## src/rtl/ber_meas_ctrl_if.sv

```systemverilog
// Result port bundle for the BER measurement sequencer.
// The master drives the result fields and valid; the slave returns ready.
interface ber_meas_ctrl_if #(
    parameter int CNT_W = 64
);
    logic             o_res_valid;
    logic             i_res_ready;
    logic [CNT_W-1:0] o_res_bits_I;
    logic [CNT_W-1:0] o_res_bits_Q;
    logic [CNT_W-1:0] o_res_err_I;
    logic [CNT_W-1:0] o_res_err_Q;
    logic [1:0]       o_res_rot;
    logic [1:0]       o_res_status;

    modport master (
        output o_res_valid,
        input  i_res_ready,
        output o_res_bits_I,
        output o_res_bits_Q,
        output o_res_err_I,
        output o_res_err_Q,
        output o_res_rot,
        output o_res_status
    );

    modport slave (
        input  o_res_valid,
        output i_res_ready,
        input  o_res_bits_I,
        input  o_res_bits_Q,
        input  o_res_err_I,
        input  o_res_err_Q,
        input  o_res_rot,
        input  o_res_status
    );
endinterface

```

## src/rtl/ber_meas_ctrl.sv

```systemverilog
// BER measurement sequencer: clear, sync wait, windowed count, report.
// Optional macro BER_MEAS_CTRL_AUTORESTART_EN repeats measurements after each report.
module ber_meas_ctrl #(
    parameter int CNT_W = 64,
    parameter int WIN_W = 32,
    parameter int TMO_W = 32
) (
    input  logic             i_clock,
    input  logic             i_reset,
    input  logic             i_valid,
    input  logic             i_start,
    input  logic             i_abort,
    input  logic [WIN_W-1:0] i_win_len,
    input  logic [TMO_W-1:0] i_sync_tmo,
    input  logic             i_sync_lock,
    input  logic [1:0]       i_rot_ang,
    input  logic [CNT_W-1:0] i_cnt_ber_I,
    input  logic [CNT_W-1:0] i_cnt_ber_Q,
    input  logic [CNT_W-1:0] i_cnt_err_I,
    input  logic [CNT_W-1:0] i_cnt_err_Q,
    output logic             o_ber_clr,
    output logic [32:0]      o_count_sym,
    output logic             o_busy,
    output logic [2:0]       o_state,
    ber_meas_ctrl_if.master  res
);

    localparam logic [2:0] S_IDLE    = 3'd0;
    localparam logic [2:0] S_CLEAR   = 3'd1;
    localparam logic [2:0] S_SYNC    = 3'd2;
    localparam logic [2:0] S_MEASURE = 3'd3;
    localparam logic [2:0] S_REPORT  = 3'd4;

    localparam logic [1:0] ST_OK    = 2'b00;
    localparam logic [1:0] ST_TMO   = 2'b01;
    localparam logic [1:0] ST_ABORT = 2'b10;
    localparam logic [1:0] ST_ROT   = 2'b11;

    logic [2:0]       state;
    logic [2:0]       nxt;
    logic [WIN_W-1:0] win_len_q;
    logic [TMO_W-1:0] tmo_q;
    logic [WIN_W-1:0] win_cnt;
    logic [TMO_W-1:0] tmo_cnt;
    logic [WIN_W-1:0] win_eff;
    logic [WIN_W-1:0] win_nx;
    logic [TMO_W-1:0] tmo_sat;
    logic [TMO_W-1:0] tmo_nx;
    logic             tmo_hit;
    logic             win_hit;
    logic             rot_diff;
    logic             go_clr;
    logic             go_rep;
    logic             go_meas;
    logic             meas_done;
    logic [1:0]       rep_st;
    logic [CNT_W-1:0] base_bi;
    logic [CNT_W-1:0] base_bq;
    logic [CNT_W-1:0] base_ei;
    logic [CNT_W-1:0] base_eq;
    logic [1:0]       rot_base;
    logic             rot_chg;

    assign o_state = state;

    // Next-state decode plus the saturating window/timeout increments
    always_comb begin
        // A programmed window of 0 behaves as a single-symbol window
        win_eff   = (win_len_q == '0) ? WIN_W'(1) : win_len_q;
        // With no timeout programmed the counter just saturates at all-ones
        tmo_sat   = (tmo_q == '0) ? '1 : tmo_q;
        win_nx    = win_cnt;
        tmo_nx    = tmo_cnt;
        if (i_valid && win_cnt != win_eff) win_nx = win_cnt + WIN_W'(1);
        if (i_valid && tmo_cnt != tmo_sat) tmo_nx = tmo_cnt + TMO_W'(1);
        tmo_hit   = (tmo_q != '0) && (tmo_nx == tmo_q);
        win_hit   = (win_nx == win_eff);
        rot_diff  = (i_rot_ang != rot_base);
        nxt       = state;
        go_clr    = 1'b0;
        go_rep    = 1'b0;
        go_meas   = 1'b0;
        meas_done = 1'b0;
        rep_st    = ST_OK;
        unique case (state)
            S_IDLE: begin
                if (i_start && !i_abort) begin
                    nxt    = S_CLEAR;
                    go_clr = 1'b1;
                end
            end
            S_CLEAR: begin
                if (i_abort) begin
                    nxt    = S_REPORT;
                    go_rep = 1'b1;
                    rep_st = ST_ABORT;
                end else begin
                    nxt = S_SYNC;
                end
            end
            S_SYNC: begin
                if (i_abort) begin
                    nxt    = S_REPORT;
                    go_rep = 1'b1;
                    rep_st = ST_ABORT;
                end else if (i_sync_lock) begin
                    nxt     = S_MEASURE;
                    go_meas = 1'b1;
                end else if (tmo_hit) begin
                    nxt    = S_REPORT;
                    go_rep = 1'b1;
                    rep_st = ST_TMO;
                end
            end
            S_MEASURE: begin
                if (i_abort) begin
                    nxt    = S_REPORT;
                    go_rep = 1'b1;
                    rep_st = ST_ABORT;
                end else if (win_hit) begin
                    nxt       = S_REPORT;
                    go_rep    = 1'b1;
                    meas_done = 1'b1;
                    rep_st    = (rot_chg || rot_diff) ? ST_ROT : ST_OK;
                end
            end
            S_REPORT: begin
                if (res.i_res_ready) begin
`ifdef BER_MEAS_CTRL_AUTORESTART_EN
                    // An aborted report breaks the continuous loop
                    if (res.o_res_status == ST_ABORT) begin
                        nxt = S_IDLE;
                    end else begin
                        nxt    = S_CLEAR;
                        go_clr = 1'b1;
                    end
`else
                    nxt = S_IDLE;
`endif
                end
            end
            default: nxt = S_IDLE;
        endcase
    end

    // FSM state, busy flag and the one-cycle datapath clear
    always_ff @(posedge i_clock or negedge i_reset) begin
        if (!i_reset) begin
            state     <= S_IDLE;
            o_busy    <= 1'b0;
            o_ber_clr <= 1'b0;
        end else begin
            state     <= nxt;
            o_busy    <= (nxt != S_IDLE);
            o_ber_clr <= go_clr;
        end
    end

    // Latched configuration and symbol/window/timeout counters
    always_ff @(posedge i_clock or negedge i_reset) begin
        if (!i_reset) begin
            win_len_q   <= '0;
            tmo_q       <= '0;
            win_cnt     <= '0;
            tmo_cnt     <= '0;
            o_count_sym <= '0;
        end else if (go_clr) begin
            if (state == S_IDLE) begin
                win_len_q <= i_win_len;
                tmo_q     <= i_sync_tmo;
            end
            win_cnt     <= '0;
            tmo_cnt     <= '0;
            o_count_sym <= '0;
        end else if (state == S_SYNC || state == S_MEASURE) begin
            if (i_valid) o_count_sym <= o_count_sym + 33'd1;
            if (state == S_SYNC) tmo_cnt <= tmo_nx;
            else                 win_cnt <= win_nx;
        end
    end

    // Baselines taken at lock, and sticky rotation-change tracking
    always_ff @(posedge i_clock or negedge i_reset) begin
        if (!i_reset) begin
            base_bi  <= '0;
            base_bq  <= '0;
            base_ei  <= '0;
            base_eq  <= '0;
            rot_base <= '0;
            rot_chg  <= 1'b0;
        end else if (go_meas) begin
            base_bi  <= i_cnt_ber_I;
            base_bq  <= i_cnt_ber_Q;
            base_ei  <= i_cnt_err_I;
            base_eq  <= i_cnt_err_Q;
            rot_base <= i_rot_ang;
            rot_chg  <= 1'b0;
        end else if (state == S_MEASURE && rot_diff) begin
            rot_chg <= 1'b1;
        end
    end

    // Result capture on REPORT entry, held until the consumer accepts
    always_ff @(posedge i_clock or negedge i_reset) begin
        if (!i_reset) begin
            res.o_res_valid  <= 1'b0;
            res.o_res_bits_I <= '0;
            res.o_res_bits_Q <= '0;
            res.o_res_err_I  <= '0;
            res.o_res_err_Q  <= '0;
            res.o_res_rot    <= '0;
            res.o_res_status <= '0;
        end else if (go_rep) begin
            res.o_res_valid  <= 1'b1;
            res.o_res_status <= rep_st;
            if (meas_done) begin
                res.o_res_bits_I <= i_cnt_ber_I - base_bi;
                res.o_res_bits_Q <= i_cnt_ber_Q - base_bq;
                res.o_res_err_I  <= i_cnt_err_I - base_ei;
                res.o_res_err_Q  <= i_cnt_err_Q - base_eq;
                res.o_res_rot    <= i_rot_ang;
            end else begin
                res.o_res_bits_I <= '0;
                res.o_res_bits_Q <= '0;
                res.o_res_err_I  <= '0;
                res.o_res_err_Q  <= '0;
                res.o_res_rot    <= '0;
            end
        end else if (state == S_REPORT && res.i_res_ready) begin
            res.o_res_valid <= 1'b0;
        end
    end

endmodule

```

## src/flat_wrapper.sv

```systemverilog
// flat-port wrapper written by rule: the top's interface ports become plain ports
module ber_meas_ctrl_flat 
#(
    parameter int CNT_W = 64,
    parameter int WIN_W = 32,
    parameter int TMO_W = 32
)
  (i_clock, i_reset, i_valid, i_start, i_abort, i_win_len, i_sync_tmo, i_sync_lock, i_rot_ang, i_cnt_ber_I, i_cnt_ber_Q, i_cnt_err_I, i_cnt_err_Q, o_ber_clr, o_count_sym, o_busy, o_state, res_o_res_valid, res_i_res_ready, res_o_res_bits_I, res_o_res_bits_Q, res_o_res_err_I, res_o_res_err_Q, res_o_res_rot, res_o_res_status);
  ber_meas_ctrl_if #(.CNT_W(CNT_W)) res_i ();
  input  logic i_clock;
  input  logic i_reset;
  input  logic i_valid;
  input  logic i_start;
  input  logic i_abort;
  input  logic [WIN_W-1:0] i_win_len;
  input  logic [TMO_W-1:0] i_sync_tmo;
  input  logic i_sync_lock;
  input  logic [1:0] i_rot_ang;
  input  logic [CNT_W-1:0] i_cnt_ber_I;
  input  logic [CNT_W-1:0] i_cnt_ber_Q;
  input  logic [CNT_W-1:0] i_cnt_err_I;
  input  logic [CNT_W-1:0] i_cnt_err_Q;
  output logic o_ber_clr;
  output logic [32:0] o_count_sym;
  output logic o_busy;
  output logic [2:0] o_state;
  output wire logic [$bits(res_i.o_res_valid)-1:0] res_o_res_valid;
  input wire logic [$bits(res_i.i_res_ready)-1:0] res_i_res_ready;
  output wire logic [$bits(res_i.o_res_bits_I)-1:0] res_o_res_bits_I;
  output wire logic [$bits(res_i.o_res_bits_Q)-1:0] res_o_res_bits_Q;
  output wire logic [$bits(res_i.o_res_err_I)-1:0] res_o_res_err_I;
  output wire logic [$bits(res_i.o_res_err_Q)-1:0] res_o_res_err_Q;
  output wire logic [$bits(res_i.o_res_rot)-1:0] res_o_res_rot;
  output wire logic [$bits(res_i.o_res_status)-1:0] res_o_res_status;
  assign res_o_res_valid = res_i.o_res_valid;
  assign res_i.i_res_ready = res_i_res_ready;
  assign res_o_res_bits_I = res_i.o_res_bits_I;
  assign res_o_res_bits_Q = res_i.o_res_bits_Q;
  assign res_o_res_err_I = res_i.o_res_err_I;
  assign res_o_res_err_Q = res_i.o_res_err_Q;
  assign res_o_res_rot = res_i.o_res_rot;
  assign res_o_res_status = res_i.o_res_status;
  ber_meas_ctrl #(.CNT_W(CNT_W), .WIN_W(WIN_W), .TMO_W(TMO_W)) u_core (.i_clock(i_clock), .i_reset(i_reset), .i_valid(i_valid), .i_start(i_start), .i_abort(i_abort), .i_win_len(i_win_len), .i_sync_tmo(i_sync_tmo), .i_sync_lock(i_sync_lock), .i_rot_ang(i_rot_ang), .i_cnt_ber_I(i_cnt_ber_I), .i_cnt_ber_Q(i_cnt_ber_Q), .i_cnt_err_I(i_cnt_err_I), .i_cnt_err_Q(i_cnt_err_Q), .o_ber_clr(o_ber_clr), .o_count_sym(o_count_sym), .o_busy(o_busy), .o_state(o_state), .res(res_i));
endmodule
```

## config.mk

```make
export PLATFORM = sky130hd
export DESIGN_NAME = ber_meas_ctrl_flat
export DESIGN_NICKNAME = d
export VERILOG_FILES = /design/src/rtl/ber_meas_ctrl_if.sv /design/src/rtl/ber_meas_ctrl.sv /design/src/flat_wrapper.sv
export SDC_FILE = /design/constraint.sdc
export NUM_CORES = 2
export LEC_CHECK = 0
export CAP_MARGIN = 5
export CORE_UTILIZATION = 24
export CTS_BUF_LIST = sky130_fd_sc_hd__clkbuf_4
export DETAILED_ROUTE_END_ITERATION = 8
export PLACE_DENSITY = 0.5
export SLEW_MARGIN = 20
export SYNTH_ARGS = -nofsm -noshare
export SYNTH_HDL_FRONTEND = slang
export SYNTH_SLANG_ARGS = --single-unit
export TNS_END_PERCENT = 100
```

## constraint.sdc

```tcl
create_clock -name i_clock -period 5.9 [get_ports i_clock]
set_clock_uncertainty 0.05 [all_clocks]
set_input_delay 1.18 -clock i_clock [delete_from_list [all_inputs] [get_ports i_clock]]
set_output_delay 1.18 -clock i_clock [all_outputs]
set_load 0.005 [all_outputs]
```

==> reports/metrics.cfg <==
[outcome]
outcome=finished, final reports clean

[logic_synthesis]
synth.most_common_cell=nand2_1
avgSynthCellArea_um2=8.91
synth_nets=5339
synth_cell_types=87
synth-seq-cells=686
ys_warn_count=0
synth.top_cells.by_count=nand2_1, dfrtp_1, o21ai_0
synthFlopType=dfrtp_1
synth_top_area_cell=dfrtp_1
synth-edff-count=0
yosys-top-cells-area=dfrtp_1, ha_1, nand2_1
syn_area_mm2=0.0423
ys_seq_area_share_pct=40.6
postSynthCellCount=4751
synth_top_cell_area_share_pct=40.6
ys_async_sr_fraction_pct=100

[sta]
finalWorstSetupSlack_ns=0.241
rsz0062_at_grt=no
slew-limit-headroom_pct=24.8
worstMarginPinSlew_ns=1.13
setup_violations=0
fmaxAchievable_ghz=0.177
slew_viol_final=0
min_period_ns=5.66
period_share_pct=95.9
final-hold-violation-count=0

[hold_path]
worstHoldEndpoint=u_core.tmo_q[10]$_DFFE_PN0P_
hold_path_depth=3
hp-class=in -> reg
worstHoldStart=i_sync_tmo[10]

[layout]
final_nets=6110
fillers=18500
finalNonFillerCells=8041
final_layout_size_suffix_gt1_share_pct=9.54
multi_input_area_mm2=0.0228
utilization_pct=31.3
seq_area_mm2=0.0172
finish.instance_area_mm2=0.0546
areaGrowthSynthToFinish_pct=29.0

[critical_path]
regToRegEndpoint=u_core.res.o_res_err_I[27]$_DFFE_PN0P_
critPathBufInv=2
cp_data_required_time_ns=6.91
path_delay_family=simple AND/OR/NAND/NOR gates
r2r_start=u_core.tmo_q[17]$_DFFE_PN0P_
max_stage_delay_ns=0.55
slowest_stage=or4_4
worstPathCellList=nor4_2 > nand4_2 > o31ai_1 > nor3_1 > nor4_1 > nand4_1 > buf_12 > nand2_1 > mux2i_1 > xnor2_1 > nor4_1 > nand4_1 > or4_4 > and2_4 > buf_12 > a22o_1
rr_worst_depth=16
rrSetupSlack_ns=0.24
criticalPathCategory=reg -> reg
cp-start-kind=flip-flop
cp_max_fo=56
crit_arrival_ns=6.67
cp-end-kind=flip-flop

[place]
place_area_mm2=0.0519
dpl.cell_count=7634
dp_hpwl_um=123000
routabilityCongestion=0.901
portBuffers=627
dp_slack_ns=-0.176

[die]
dieArea_mm2=0.178
coreArea_mm2=0.175
rows=153
die_height_um=422
start_util_pct=24.2
dieWidth_um=422
io_pins=628

[route]
wl_per_cell_um=19.8
drt_wl_total_um=159000
drt-initial-drc-count=2503
avgViaCountPerCell=4.77
route.detailed.drc=0
ant_nets=0
dr.pass1.iters=6
vias=38300

[grt]
gr-total-overflow=0
grt_usage_pct=17.5
first_global_vias=37400
grt_first_pass_wirelength_um=238000
grt_antenna_before_repair=52
grt_start_max_net_pins=110

[clock_tree]
htreeDepth=4
cts_buffer_depth=3
cts_tree=done
clkLatencyLatePin_ns=1.29
clockRootBuffer=clkbuf_4
cts_buffers=210
clkSinkCount=686
path_clk_slew_ns=0.07

[power_and_ir_drop]
peakVddDrop_v=0.000164
power_density_mw_per_mm2=424
p_leak_nw=24.8

[job]
maxCapViolations=0

-- worst min-delay path, delay by kind of cell --
kind	cells	cell delay, ns
and+or+nand+nor	2	0.10
buffers and inverters	1	0.40
-- how the worst max path moves through the flow --
stage	end	slack, ns	depth (start not counted)	startpoint
after floorplan	u_core.res.o_res_err_I[62]$_DFFE_PN0P_	0.92	18	i_cnt_err_I[0]
after global placement	u_core.res.o_res_err_Q[61]$_DFFE_PN0P_	-0.04	18	i_cnt_err_Q[17]
after detailed placement	u_core.res.o_res_err_Q[61]$_DFFE_PN0P_	-0.18	18	i_cnt_err_Q[17]
after CTS	u_core.res.o_res_err_I[27]$_DFFE_PN0P_	0.12	17	u_core.tmo_q[9]$_DFFE_PN0P_
after global routing	u_core.res.o_res_err_I[41]$_DFFE_PN0P_	0.01	16	u_core.tmo_q[17]$_DFFE_PN0P_
final	u_core.res.o_res_err_I[27]$_DFFE_PN0P_	0.24	16	u_core.tmo_q[17]$_DFFE_PN0P_
-- stage by stage --
step           hold slack, ns  setup TNS, ns  total power [mW]
3_3_place_gp            0.428        -0.0436              18.3
3_5_place_dp            0.435         -0.254              18.4
4_1_cts                 0.178              0              23.4
5_1_grt                 0.229              0              25.1
6_report                0.372              0              23.2
2_1_floorplan           0.413              0              14.9
-- placed cells by master (no fill, tap or decap), types with 11 or more instances in the layout --
cell	synthesis	layout
a21oi_1	268	268
buf_4	4	141
o21bai_1	31	31
dfrtp_1	686	686
nand2_1	698	698
xor2_1	140	140
ha_1	255	255
and2_1	16	16
inv_1	337	336
a2111oi_0	15	15
xnor2_1	205	205
clkdlybuf4s50_1	0	626
a21boi_0	11	11
nor4_1	28	28
clkbuf_4	0	302
a31oi_1	33	33
o211ai_1	13	13
nand4_1	73	73
mux2_2	11	11
nand3_1	109	108
nor2_1	206	204
or3_1	30	30
o21a_1	30	30
a32o_1	12	12
nor2b_1	30	30
and3_1	50	50
o21ai_0	449	449
nor3_1	59	58
buf_12	0	19
and4_1	23	22
a21o_1	168	168
a22o_1	244	244
clkinv_1	0	47
nor4bb_1	15	15
diode_2	0	33
a211oi_1	22	22
o31ai_1	48	48
a211o_1	13	13
nand2b_1	29	29
-- layout make-up --
| class | instances | area share (%) |
|---|---|---|
| multi-input cells | 3498 | 41.7 |
| repair buffers | 788 | 14.2 |
| well taps | 2325 | 5.33 |
| diodes | 33 | 0.151 |
| clock inverters | 71 | 0.726 |
| flip-flops and latches | 686 | 31.4 |
| inverters | 338 | 2.32 |
| clock buffers | 302 | 4.15 |
-- state kept, by name (all words and copies together), names as in the netlist, 2 cells and up --
name	cells
u_core.win_cnt	32
u_core.base_eq	64
u_core.base_ei	64
u_core.rot_base	2
u_core.base_bi	64
u_core.tmo_q	32
u_core.res.o_res_bits_Q	64
u_core.res.o_res_bits_I	64
u_core.res.o_res_err_I	64
u_core.win_len_q	32
u_core.base_bq	64
u_core.res.o_res_rot	2
u_core.o_state	3
u_core.res.o_res_status	2
u_core.tmo_cnt	32
u_core.res.o_res_err_Q	64
u_core.o_count_sym	33
-- per-layer routing --
layer	global-route usage, %	up-vias	wire length (um)
met4	9.95	12	8130
li1	-	18600	-
met3	3.42	343	7080
met5	0	-	83
met2	30.0	966	80000
met1	20.2	18500	63900
-- kinds of logic after synthesis --
kind of cell / after synthesis / share of synthesized area (%)
AOI/OAI and AO/OA: 1451 / 22.5
and+or+nand+nor: 1426 / 15.9
DFF: 686 / 40.6
buffers and inverters: 567 / 5.64
xor gates and xnor gates: 346 / 7.18
adders and majority gates: 259 / 7.73
muxes: 16 / 0.411
-- power by group --
part / switching, mW / internal (mW) / total [mW]
Clock: 2.42 / 2.41 / 4.83
Combinational: 6.81 / 5.05 / 11.9
Sequential: 0.627 / 5.85 / 6.47
-- repair_timing --
action	in CTS	in global routing
hold buffers	1	0
endpoints found under the setup margin	0	208
hold endpoints to repair	55	0
buffers inserted	0	0
gates resized for setup	0	1
No activity file was read; power rests on OpenSTA's default activity.
